==> config.mk <==
export PLATFORM = sky130hd
export DESIGN_NAME = param_updown_counter
export DESIGN_NICKNAME = d
export VERILOG_FILES = /design/src/rtl/param_updown_counter_pkg.sv /design/src/rtl/param_updown_counter_tick_gen.sv /design/src/rtl/param_updown_counter.sv
export SDC_FILE = /design/constraint.sdc
export NUM_CORES = 1
export LEC_CHECK = 0
export CAP_MARGIN = 5
export CORE_MARGIN = 2
export CORE_UTILIZATION = 60
export CTS_CLUSTER_SIZE = 10
export DETAILED_ROUTE_END_ITERATION = 12
export PLACE_DENSITY = 0.92
export SLEW_MARGIN = 20
export SYNTH_ARGS = -nofsm -noshare
export SYNTH_HDL_FRONTEND = slang
export SYNTH_HIERARCHICAL = 1
export SYNTH_SLANG_ARGS = --single-unit
==> constraint.sdc <==
create_clock -name i_clk -period 4.2 [get_ports i_clk]
set_input_delay 0.84 -clock i_clk [delete_from_list [all_inputs] [get_ports i_clk]]
set_output_delay 0.84 -clock i_clk [all_outputs]
set_load 0.03 [all_outputs]
==> src/rtl/param_updown_counter_pkg.sv <==
// Shared definitions for the parametrised up/down counter.
//   DIR_UP / DIR_DOWN   : values of the direction input
//   MODE_WRAP / MODE_SAT: values of the SATURATE parameter
//   CLK_HZ              : board clock frequency, default tick divider (1 tick per second)
//   div_cnt_width()     : bit width of a 0..div-1 divider counter (at least 1)
package param_updown_counter_pkg;

    localparam logic        DIR_UP    = 1'b1;
    localparam logic        DIR_DOWN  = 1'b0;
    localparam int unsigned MODE_WRAP = 0;
    localparam int unsigned MODE_SAT  = 1;
    localparam int unsigned CLK_HZ    = 100000000;

    function automatic int unsigned div_cnt_width(input int unsigned div);
        return (div > 1) ? $clog2(div) : 1;
    endfunction

endpackage

==> src/rtl/param_updown_counter_tick_gen.sv <==
// Tick generator: one-cycle registered clock enable every DIV cycles of i_clk.
//   i_clk   : system clock
//   i_clr_n : synchronous active-low clear (divider and tick to 0)
//   o_tick  : high for one cycle after the divider reaches DIV-1; first tick in cycle DIV
module param_updown_counter_tick_gen
    import param_updown_counter_pkg::*;
#(
    parameter int unsigned DIV = CLK_HZ
) (
    input  logic i_clk,
    input  logic i_clr_n,
    output logic o_tick
);

    localparam int unsigned         CntW   = div_cnt_width(DIV);
    localparam logic [CntW-1:0]     CntMax = CntW'(DIV - 1);

    logic [CntW-1:0] r_div;
    logic            r_tick;
    logic            w_div_last;

    // With DIV=1 the divider stays at 0 and w_div_last is permanently high.
    assign w_div_last = (r_div == CntMax);

    always_ff @(posedge i_clk) begin
        if (!i_clr_n) begin
            r_div  <= '0;
            r_tick <= 1'b0;
        end else begin
            r_div  <= w_div_last ? '0 : r_div + 1'b1;
            r_tick <= w_div_last;
        end
    end

    assign o_tick = r_tick;

endmodule

==> src/rtl/param_updown_counter.sv <==
// Parametrised load/enable/up-down counter with built-in tick generator.
//   i_clk    : 100 MHz system clock
//   i_clr_n  : synchronous active-low clear, highest priority
//   i_load   : level-sensitive parallel load (clamped to MODULUS-1), beats counting
//   i_d      : load value
//   i_enable : count enable, acted on only in tick cycles
//   i_up     : direction, 1 = increment, 0 = decrement
//   o_q      : current count, range 0..MODULUS-1
//   o_co     : one-cycle carry/borrow pulse with the wrapping or saturating step
//   o_tick   : internal tick, exported for chaining
module param_updown_counter
    import param_updown_counter_pkg::*;
#(
    parameter int unsigned WIDTH    = 4,
    parameter int unsigned MODULUS  = 16,
    parameter int unsigned DIV      = CLK_HZ,
    parameter int unsigned SATURATE = MODE_WRAP
) (
    input  logic             i_clk,
    input  logic             i_clr_n,
    input  logic             i_load,
    input  logic [WIDTH-1:0] i_d,
    input  logic             i_enable,
    input  logic             i_up,
    output logic [WIDTH-1:0] o_q,
    output logic             o_co,
    output logic             o_tick
);

    if (WIDTH < 1 || WIDTH > 31) begin : g_err_width
        $error("param_updown_counter: WIDTH must be 1..31");
    end
    if (MODULUS < 2 || 64'(MODULUS) > (64'd1 << WIDTH)) begin : g_err_modulus
        $error("param_updown_counter: MODULUS must satisfy 2 <= MODULUS <= 2**WIDTH");
    end
    if (DIV < 1) begin : g_err_div
        $error("param_updown_counter: DIV must be at least 1");
    end

    localparam logic [WIDTH-1:0] MaxQ = WIDTH'(MODULUS - 1);

    logic [WIDTH-1:0] r_q;
    logic             r_co;
    logic [WIDTH-1:0] w_q_next;
    logic             w_co_next;
    logic             w_tick;
    logic             w_d_in_range;

    param_updown_counter_tick_gen #(
        .DIV (DIV)
    ) u_tick_gen (
        .i_clk   (i_clk),
        .i_clr_n (i_clr_n),
        .o_tick  (w_tick)
    );

    // Compare at 32 bits so MODULUS = 2**WIDTH needs no special case.
    assign w_d_in_range = (32'(i_d) < MODULUS);

    // End-of-range is tested before stepping, so q never leaves 0..MODULUS-1.
    always_comb begin
        w_q_next  = r_q;
        w_co_next = 1'b0;
        if (i_load) begin
            w_q_next = w_d_in_range ? i_d : MaxQ;
        end else if (w_tick && i_enable) begin
            if (i_up == DIR_UP) begin
                if (r_q == MaxQ) begin
                    w_co_next = 1'b1;
                    w_q_next  = (SATURATE == MODE_SAT) ? r_q : '0;
                end else begin
                    w_q_next = r_q + 1'b1;
                end
            end else begin
                if (r_q == '0) begin
                    w_co_next = 1'b1;
                    w_q_next  = (SATURATE == MODE_SAT) ? r_q : MaxQ;
                end else begin
                    w_q_next = r_q - 1'b1;
                end
            end
        end
    end

    always_ff @(posedge i_clk) begin
        if (!i_clr_n) begin
            r_q  <= '0;
            r_co <= 1'b0;
        end else begin
            r_q  <= w_q_next;
            r_co <= w_co_next;
        end
    end

    assign o_q    = r_q;
    assign o_co   = r_co;
    assign o_tick = w_tick;

endmodule

=== After elaboration in Yosys (flattened, before gate mapping) ===
Index checks and enable logic that the tools add are counted.

* Output and inout port bits: 6
* ROM bits: 0
* Register bits: 33
* RAM bits: 0
* Word-level logic and storage cells: 24
* Bits in latches: 0
* Memories kept: 0
* Input bits: 9

* Magnitude comparators: 0
* Equal/unequal tests: 2
* Divide/modulo/power cells: 0
* Mux-type cells: 8
* Shift operators: 0
* Add/sub/neg operators: 3
* Bitwise gates (word level): 2
* Multipliers: 0
* Reductions and logical operators: 5

{| class="wikitable"
|+ Operators with widths
! operator !! count
|-
| 27-bit by 1-bit adder with 27-bit output, second input constant || 1
|-
| 27-bit equality test, second input constant || 1
|-
| 4-bit 2-to-1 mux || 5
|-
| 4-bit by 1-bit adder with 4-bit output, second input constant || 1
|-
| 4-bit equality test, second input constant || 1
|-
| 4-bit logical NOT || 1
|-
| 4-bit by 1-bit subtractor with 4-bit output, second input constant || 1
|-
| 1-bit 2-to-1 mux || 3
|-
| 3-bit OR reduction || 1
|-
| 1-bit NOT || 2
|-
| 2-bit nonzero test || 1
|-
| 2-bit OR reduction || 1
|-
| 1-bit logical AND || 1
|}

=== Depth between registers and ports, before layout ===
Gate-level depths: netlist of run 1.

* Depth in word-level cells: 5
* Depth in mapped cells: 6
* Gate-level depth less buffers: 6

=== By module ===
Netlist of run 1, hierarchy kept.

{| class="wikitable"
|+ Modules (own cells, without submodules)
! module !! area each (um^2) !! sequential area each (um^2) !! cells an instance !! times used
|-
| param_updown_counter_tick_gen || 1376.3 || 560.5 || 155 || 1
|-
| param_updown_counter || 347.8 || 100.1 || 47 || 1
|}

=== Worst setup path before layout of run 1 ===
No wires, ideal clock.

* Path type: reg2reg
* Start point: register u_tick_gen.r_div[0]
* End point: register u_tick_gen.r_div[16]
* Required time: 4114 ps
* Path buffers: 1
* Clock period less this slack: 1981 ps
* Arrival time: 1894 ps
* Setup time: 86 ps
* Cell stages (with the launch flop): 7
* Setup slack: 2219 ps
* Cells stage by stage: dfxtp_1 ha_1 nand4_1 or3_1 buf_2 or4_1 a211oi_1

* Cells in the longest elaborated chain, start to end: 2

{| class="wikitable"
|+ Ends and longest elaborated chain
! item !! RTL line !! RTL
|-
| start, declared || param_updown_counter_tick_gen.sv:18 || <nowiki>logic [CntW-1:0] r_div;</nowiki>
|-
| start signal, assigned || param_updown_counter_tick_gen.sv:30 || <nowiki>r_div <= w_div_last ? '0 : r_div + 1'b1;</nowiki>
|-
| parallel branches: the longest is 2 deep, another holds 27-bit by 1-bit adder with 27-bit output || - ||
|}

Several ways; the timed one is not identified.
A chain may end at the register's enable or synchronous reset.

=== Final worst setup path of run 1 ===
* Start point: register r_q[3] (netlist: o_q[3])
* End point: output o_q[3]

{| class="wikitable"
|+ RTL lines
! item !! RTL line !! RTL
|-
| start, declared || param_updown_counter.sv:42 || <nowiki>logic [WIDTH-1:0] r_q;</nowiki>
|-
| start signal, assigned || param_updown_counter.sv:90 || <nowiki>r_q <= w_q_next;</nowiki>
|-
| end, declared || param_updown_counter.sv:25 || <nowiki>output logic [WIDTH-1:0] o_q,</nowiki>
|}

No word-level cell between the ends.

==> key figures, run 1 <==
Routing
  • DRC Markers: 0
  • Drt initial violations: 122
  • 1st-pass router iterations: 4
  • Vias per inst: between 6 and 7
  • DR vias: ~1600
  • Post-route ant nets: 0
  • Routed wire length: between 4000 and 5000 um
  • WL/cell: 16.3 um

CTS
  • Postcts setup bufs: 0
  • Clk buf depth: 2
  • H-tree Lvls: 2
  • Post-cts resize count: 0
  • Root buf cell: clkbuf_4
  • Worst-path clk slew: 0.10 ns
  • Clk_lat worst skew: ~0.35 ns
  • TritonCTS clock tree: yes
  • # clock sinks: 33
  • Hold_buf cts: 0
  • Inserted Clock Buffers: 5

Yosys
  • Ys Warns: 6
  • Synth top area cells: dfxtp_1, xnor2_1, a211oi_1
  • Synth Net Count: 214
  • Register area share after synthesis: 38.3%
  • Syn_area_per_cell: around 8.5 um2
  • Cell count after synthesis: 202
  • Top cell type's share of synthesized area: a little under two fifths
  • Post-synth top area cell: dfxtp_1
  • Syn Std Cell Area: 1720 um2
  • Count of different cell masters after synthesis: 39
  • Yosys reg bits: 33

Worst setup path
  • CP required: 3.36 ns
  • Crit. End Element: primary output
  • Crit Path Class: flop to primary output
  • Worst endpoint data arrival time: 1.58 ns
  • Worst path top cell family by delay: buffers and inverters
  • CP max FO: 9
  • Slowest cell on the critical path: clkdlybuf4s50_1
  • R2R setup slack: 1.82 ns
  • Buffers & Inverters on Critical Path: 1
  • CP max stage delay: 0.73 ns
  • Reg2reg end: u_tick_gen/r_div[24]
  • Worst setup SP type: flop
  • RR Startpoint: u_tick_gen/r_div[0]
  • R2R cell count: 5
  • Crit-path cells: clkdlybuf4s50_1

STA
  • Slew HR: 31.7%
  • Unrepaired setup endpoints after global routing: no
  • Setup Viol. Count Final: 0
  • Min Clock Period, post-route: around 2.4 ns
  • Worst slew pin tran: 1.02 ns
  • Final Cycle Share: 57.6%
  • Hold WS: slightly above 0.5 ns
  • Final slew viol count: 0
  • Fin Clk Skew: 0.0107 ns
  • Final hold violations: 0
  • Setup tns final: 0 ns
  • Max Clk Rate: just over 0.4 GHz

Die
  • Core region area: 2730 um2
  • Die width: 57.6 um
  • Die area: 3320 um2
  • IO Count: 15
  • Row cnt: 19
  • Die height: 57.6 um
  • Starting density of the core: about 63%

GRT
  • Number of global-route vias before repair: about 1600
  • Total grt overflow: 0
  • First-pass GRT wire length: 6780 um
  • Tot GR Track Use: 26.9%
  • Antenna violations before repair: 0
  • Largest net degree at the start of global routing: 28

Hold path
  • Cell count of the worst hold path: 2
  • Worst Hold Launch: u_tick_gen/r_div[16]
  • Hold WC Path Type: flop to flop
  • Worst min-delay path endpoint: u_tick_gen/r_div[16]

Layout
  • Area Overhead vs Synth: 12.2%
  • # nets final: ~230
  • Antenna cells: 0
  • Layout cell share with drive strength beyond 1: 8.29%
  • Design area: 1930 um2

Power
  • LEAKAGE: 0.582 nW
  • Worst vdd ir: 0.269 mV
  • PwrDens: 282 nW/um2

Flow run
  • Max-cap violations: 0

Place
  • GP Congestion: 0.856
  • Placed cell area: ~1900 um2
  • PortBufs: 14
  • HPWL after detailed placement: ~2900 um

Outcome
  • Status: complete, no violations
[layer usage]
layer	GRT usage, %	up-vias	wire [um]
met5	0	-	0
met4	16.3	0	77
met3	7.48	10	242
met2	44.3	62	2080
met1	30.8	781	1650
li1	-	789	-
[cells in the mapped netlist (all sizes together)]
library cell and n:
nor3 13, and4 1, dfxtp 33, clkbuf 5, o21ai 13, nand4 7
and2 3, xnor2 10, a21boi 1, o21a 2, nand2 17, or3 9
xor2 3, ha 3, and3 4, o211ai 1, inv 6, nor4b 1
or4 10, a21o 1, buf 3, clkinv 1, and4b 1, nor2 5
nor4 5, o31ai 9, nand3 10, a211oi 12, a21oi 10, mux2i 1
nand2b 1, nor3b 1
[cells by family after synthesis]
group	synth area share (%)
AND/OR/NAND/NOR	30.3
AO/OA/AOI/OAI	18.6
flip-flops	38.3
buffers and inverters	3.48
XOR/XNOR	6.60
adder cells (fa/ha/maj)	2.18
multiplexers	0.581
[sequential cells by signal, indices dropped and copies added (netlist names)]
name	cells
o_q	4
u_tick_gen/r_div	27
u_tick_gen/o_tick	1
o_co	1
[how the worst max path moves through the flow]
| stage | from | endpoint | slack, ns | cells after the start |
|---|---|---|---|---|
| 2_1_floorplan | u_tick_gen/r_div[0] | u_tick_gen/r_div[16] | 2.22 | 6 |
| 3_3_place_gp | i_clr_n | u_tick_gen/r_div[24] | 1.67 | 3 |
| 3_5_place_dp | i_clr_n | u_tick_gen/r_div[23] | 1.54 | 3 |
| 4_1_cts | o_q[3] | o_q[3] | 1.77 | 1 |
| 5_1_grt | o_q[3] | o_q[3] | 1.70 | 1 |
| 6_report | o_q[3] | o_q[3] | 1.78 | 1 |
[layout make-up]
type                            count  area, um2
Clock inverter                      2       10.0
Sequential cell                    33        661
Tap cell                           31       38.8
Timing Repair Buffer               15        148
Clock buffer                        6       41.3
Inverter                            7       26.3
Multi-Input combinational cell    154       1010
Fill cell                         216        800
[cells in the final DEF (no fill, tap or decap), types with 2 or more instances in the layout]
master            n
o21a_1            2
xor2_1            3
or4_1             8
nor3_1           13
nor4_1            4
a211oi_1         10
xnor2_1          10
or4_4             2
and3_1            4
nand3_1           8
clkbuf_4          5
ha_1              3
nor2_1            5
o21ai_0          13
nand2_1          17
or3_1             8
nand4_1           6
clkinv_2          2
and2_1            3
clkdlybuf4s50_1  14
a21oi_1          10
o31ai_1           9
a211oi_2          2
dfxtp_1          33
inv_1             5
[stage by stage]
step                      util [%]  power [W]  worst slack (ns)  instances
after global placement        68.9   0.000379              1.67        240
after detailed placement      68.9   0.000382              1.54        240
after global routing          70.8   0.000573              1.70        248
final                         70.8   0.000545              1.78        248
after CTS                     70.8   0.000551              1.77        248
after floorplan                  -   0.000362              2.22        202
[where the power goes]
part / internal (W) / switching [W]
Sequential: 0.000319 / 0.00000970
Combinational: 0.0000230 / 0.0000239
Clock: 0.0000636 / 0.000106
Total: 0.000405 / 0.000140
Power figures use the tool's default switching activity.
==> run 2, diff against run 1 <==
CORE_UTILIZATION = 51   (was 60)
PLACE_DENSITY = 0.85   (was 0.92)
clock period = 2 ns   (was 4.2 ns; I/O delays follow)
==> key figures, run 2 (synthesis results as in run 1) <==
Outcome
  • Status: complete, no violations

CTS
  • H-tree Lvls: 2 (unchanged)
  • TritonCTS clock tree: yes
  • Clk buf depth: 2 (unchanged)
  • # clock sinks: 33 (unchanged)
  • Root buf cell: clkbuf_4
  • Post-cts resize count: 0 (unchanged)
  • Hold_buf cts: 0 (unchanged)
  • Clk_lat worst skew: 0.33 ns (-0.02 ns)
  • Postcts setup bufs: 0 (unchanged)
  • Worst-path clk slew: 0.09 ns (about the same)
  • Inserted Clock Buffers: 5 (unchanged)

Worst setup path
  • RR Startpoint: u_tick_gen/r_div[6]
  • R2R setup slack: 0.03 ns (-1.79 ns)
  • Worst setup SP type: flop
  • Reg2reg end: u_tick_gen/r_div[25]
  • Crit. End Element: flop
  • CP required: 2.25 ns (-1.11 ns)
  • Worst endpoint data arrival time: 2.22 ns (+0.64 ns)
  • CP max FO: 5 (-4)
  • R2R cell count: 4 (-1)
  • Crit Path Class: flop to flop

Layout
  • # nets final: 242 (+6.1%)
  • Most frequent cells in the layout: dfxtp_1, nand2_1, buf_4
  • Design area: 2080 um2 (+7.7%)
  • Layout cell share with drive strength beyond 1: 16.1% (+7.8 points)
  • Largest Register: u_tick_gen/r_div
  • Final core occ: 63.4% (-7.3 points)
  • Number of flip-flops in the largest register: 27 (unchanged)
  • Area Overhead vs Synth: 20.8%
  • Antenna cells: 0 (unchanged)
  • Commonest non-fill, non-tap cell in the layout: dfxtp_1

STA
  • Fin Clk Skew: 0.00716 ns (-0.00354 ns)
  • Max Clk Rate: approximately 0.51 GHz
  • Final Cycle Share: 98.4%
  • Final hold violations: 0 (unchanged)
  • Final setup margin: 0.0330 ns (-1.75 ns)
  • Setup Viol. Count Final: 0 (unchanged)
  • Worst slew pin tran: 0.443 ns (-0.573 ns)
  • Slew HR: 70.2% (+39 points)
  • Min Clock Period, post-route: 1.97 ns
  • Setup tns final: 0 ns (unchanged)
  • Final slew viol count: 0 (unchanged)

Routing
  • Routed wire length: 3750 um (-7.4%)
  • Vias per inst: 5.89 (-11%)
  • 1st-pass router iterations: 4 (unchanged)
  • WL/cell: 13.6 um (-17%)
  • Drt initial violations: 90 (-26%)
  • Post-route ant nets: 0 (unchanged)
  • DR vias: 1625 (-1.0%)
  • DRC Markers: 0 (unchanged)

Power
  • PwrDens: 562 nW/um2 (+100%)
  • Worst vdd ir: 0.397 mV (+48%)
  • LEAKAGE: 0.670 nW (+15%)

Die
  • Core region area: 3280 um2 (+20%)
  • IO Count: 15 (unchanged)
  • Row cnt: 21 (+2)
  • Die area: 3860 um2 (+16%)
  • Starting density of the core: 52.5% (-11 points)
  • Die width: 62.1 um (+7.9%)
  • Die height: 62.1 um (+7.9%)

GRT
  • Number of global-route vias before repair: 1478 (-6.5%)
  • Largest net degree at the start of global routing: 28 (unchanged)
  • Total grt overflow: 0 (unchanged)
  • First-pass GRT wire length: 6470 um (-4.5%)
  • Antenna violations before repair: 0 (unchanged)
  • Tot GR Track Use: 20.7% (-6.2 points)

Place
  • Pre-CTS setup slack: 0.0484 ns (-1.49 ns)
  • PortBufs: 14 (unchanged)
  • GP Congestion: 0.898 (+4.9%)
  • Placed cell area: 2010 um2 (+6.6%)
  • HPWL after detailed placement: 2650 um (-8.6%)

Hold path
  • Hold WC Path Type: flop to flop
  • Worst min-delay path endpoint: u_tick_gen/r_div[26]
  • Cell count of the worst hold path: 2 (unchanged)
  • Worst Hold Launch: u_tick_gen/r_div[26]

Flow run
  • Max-cap violations: 0 (unchanged)
[run 2: area by class of cell]
cell class / instances / area [um2]
clock buffers: 7 / 55.1
fillers: 295 / 1200
inverters: 7 / 26.3
multi-input cells: 154 / 1020
flip-flops and latches: 33 / 664
well taps: 46 / 57.6
repair buffers: 29 / 255
[run 2: worst max-delay path: stages, from the launching register on]
cell and delay [ns]:
dfxtp_1 0.43, nand4_2 0.18, or4_4 0.56, or4_4 0.49, a211oi_2 0.23
[run 2: per-layer routing]
metal | vias to the layer above | GRT usage [%] | share of wire [%]
met1 | 768 | 25.5 | 46
met2 | 38 | 34.9 | 49
met5 | - | 0 | 0
met4 | 0 | 6.67 | 0.80
met3 | 3 | 5.98 | 4.6
li1 | 816 | - | -
[run 2: worst max-delay path by stage]
stage / start / slack, ns / to / cells after the start
6_report: u_tick_gen/r_div[6] / 0.03 / u_tick_gen/r_div[25] / 4
4_1_cts: u_tick_gen/r_div[0] / 0.02 / u_tick_gen/r_div[18] / 6
5_1_grt: u_tick_gen/r_div[6] / -0.02 / u_tick_gen/r_div[15] / 5
3_3_place_gp: u_tick_gen/r_div[0] / 0.1 / u_tick_gen/r_div[18] / 6
2_1_floorplan: u_tick_gen/r_div[0] / 0.02 / u_tick_gen/r_div[16] / 6
3_5_place_dp: u_tick_gen/r_div[3] / 0.05 / u_tick_gen/r_div[25] / 4
[run 2: per-stage QoR]
step	cells	hold slack, ns	total power, W
CTS	276	0.494	0.00119
finish	276	0.494	0.00117
floorplan	202	0.456	0.000760
global placement	269	0.474	0.000809
detailed placement	269	0.477	0.000813
global route	276	0.533	0.00124
[run 2: power breakdown]
group / switching (W) / internal (W)
logic: 0.0000540 / 0.0000572
registers: 0.0000170 / 0.000669
clock network: 0.000208 / 0.000166
==> run 3, diff against run 2 <==
CTS_CLUSTER_DIAMETER = 80   (was not set)
==> results of run 3 <==
No change in the layout: final DEF, timing and power equal those of run 2.
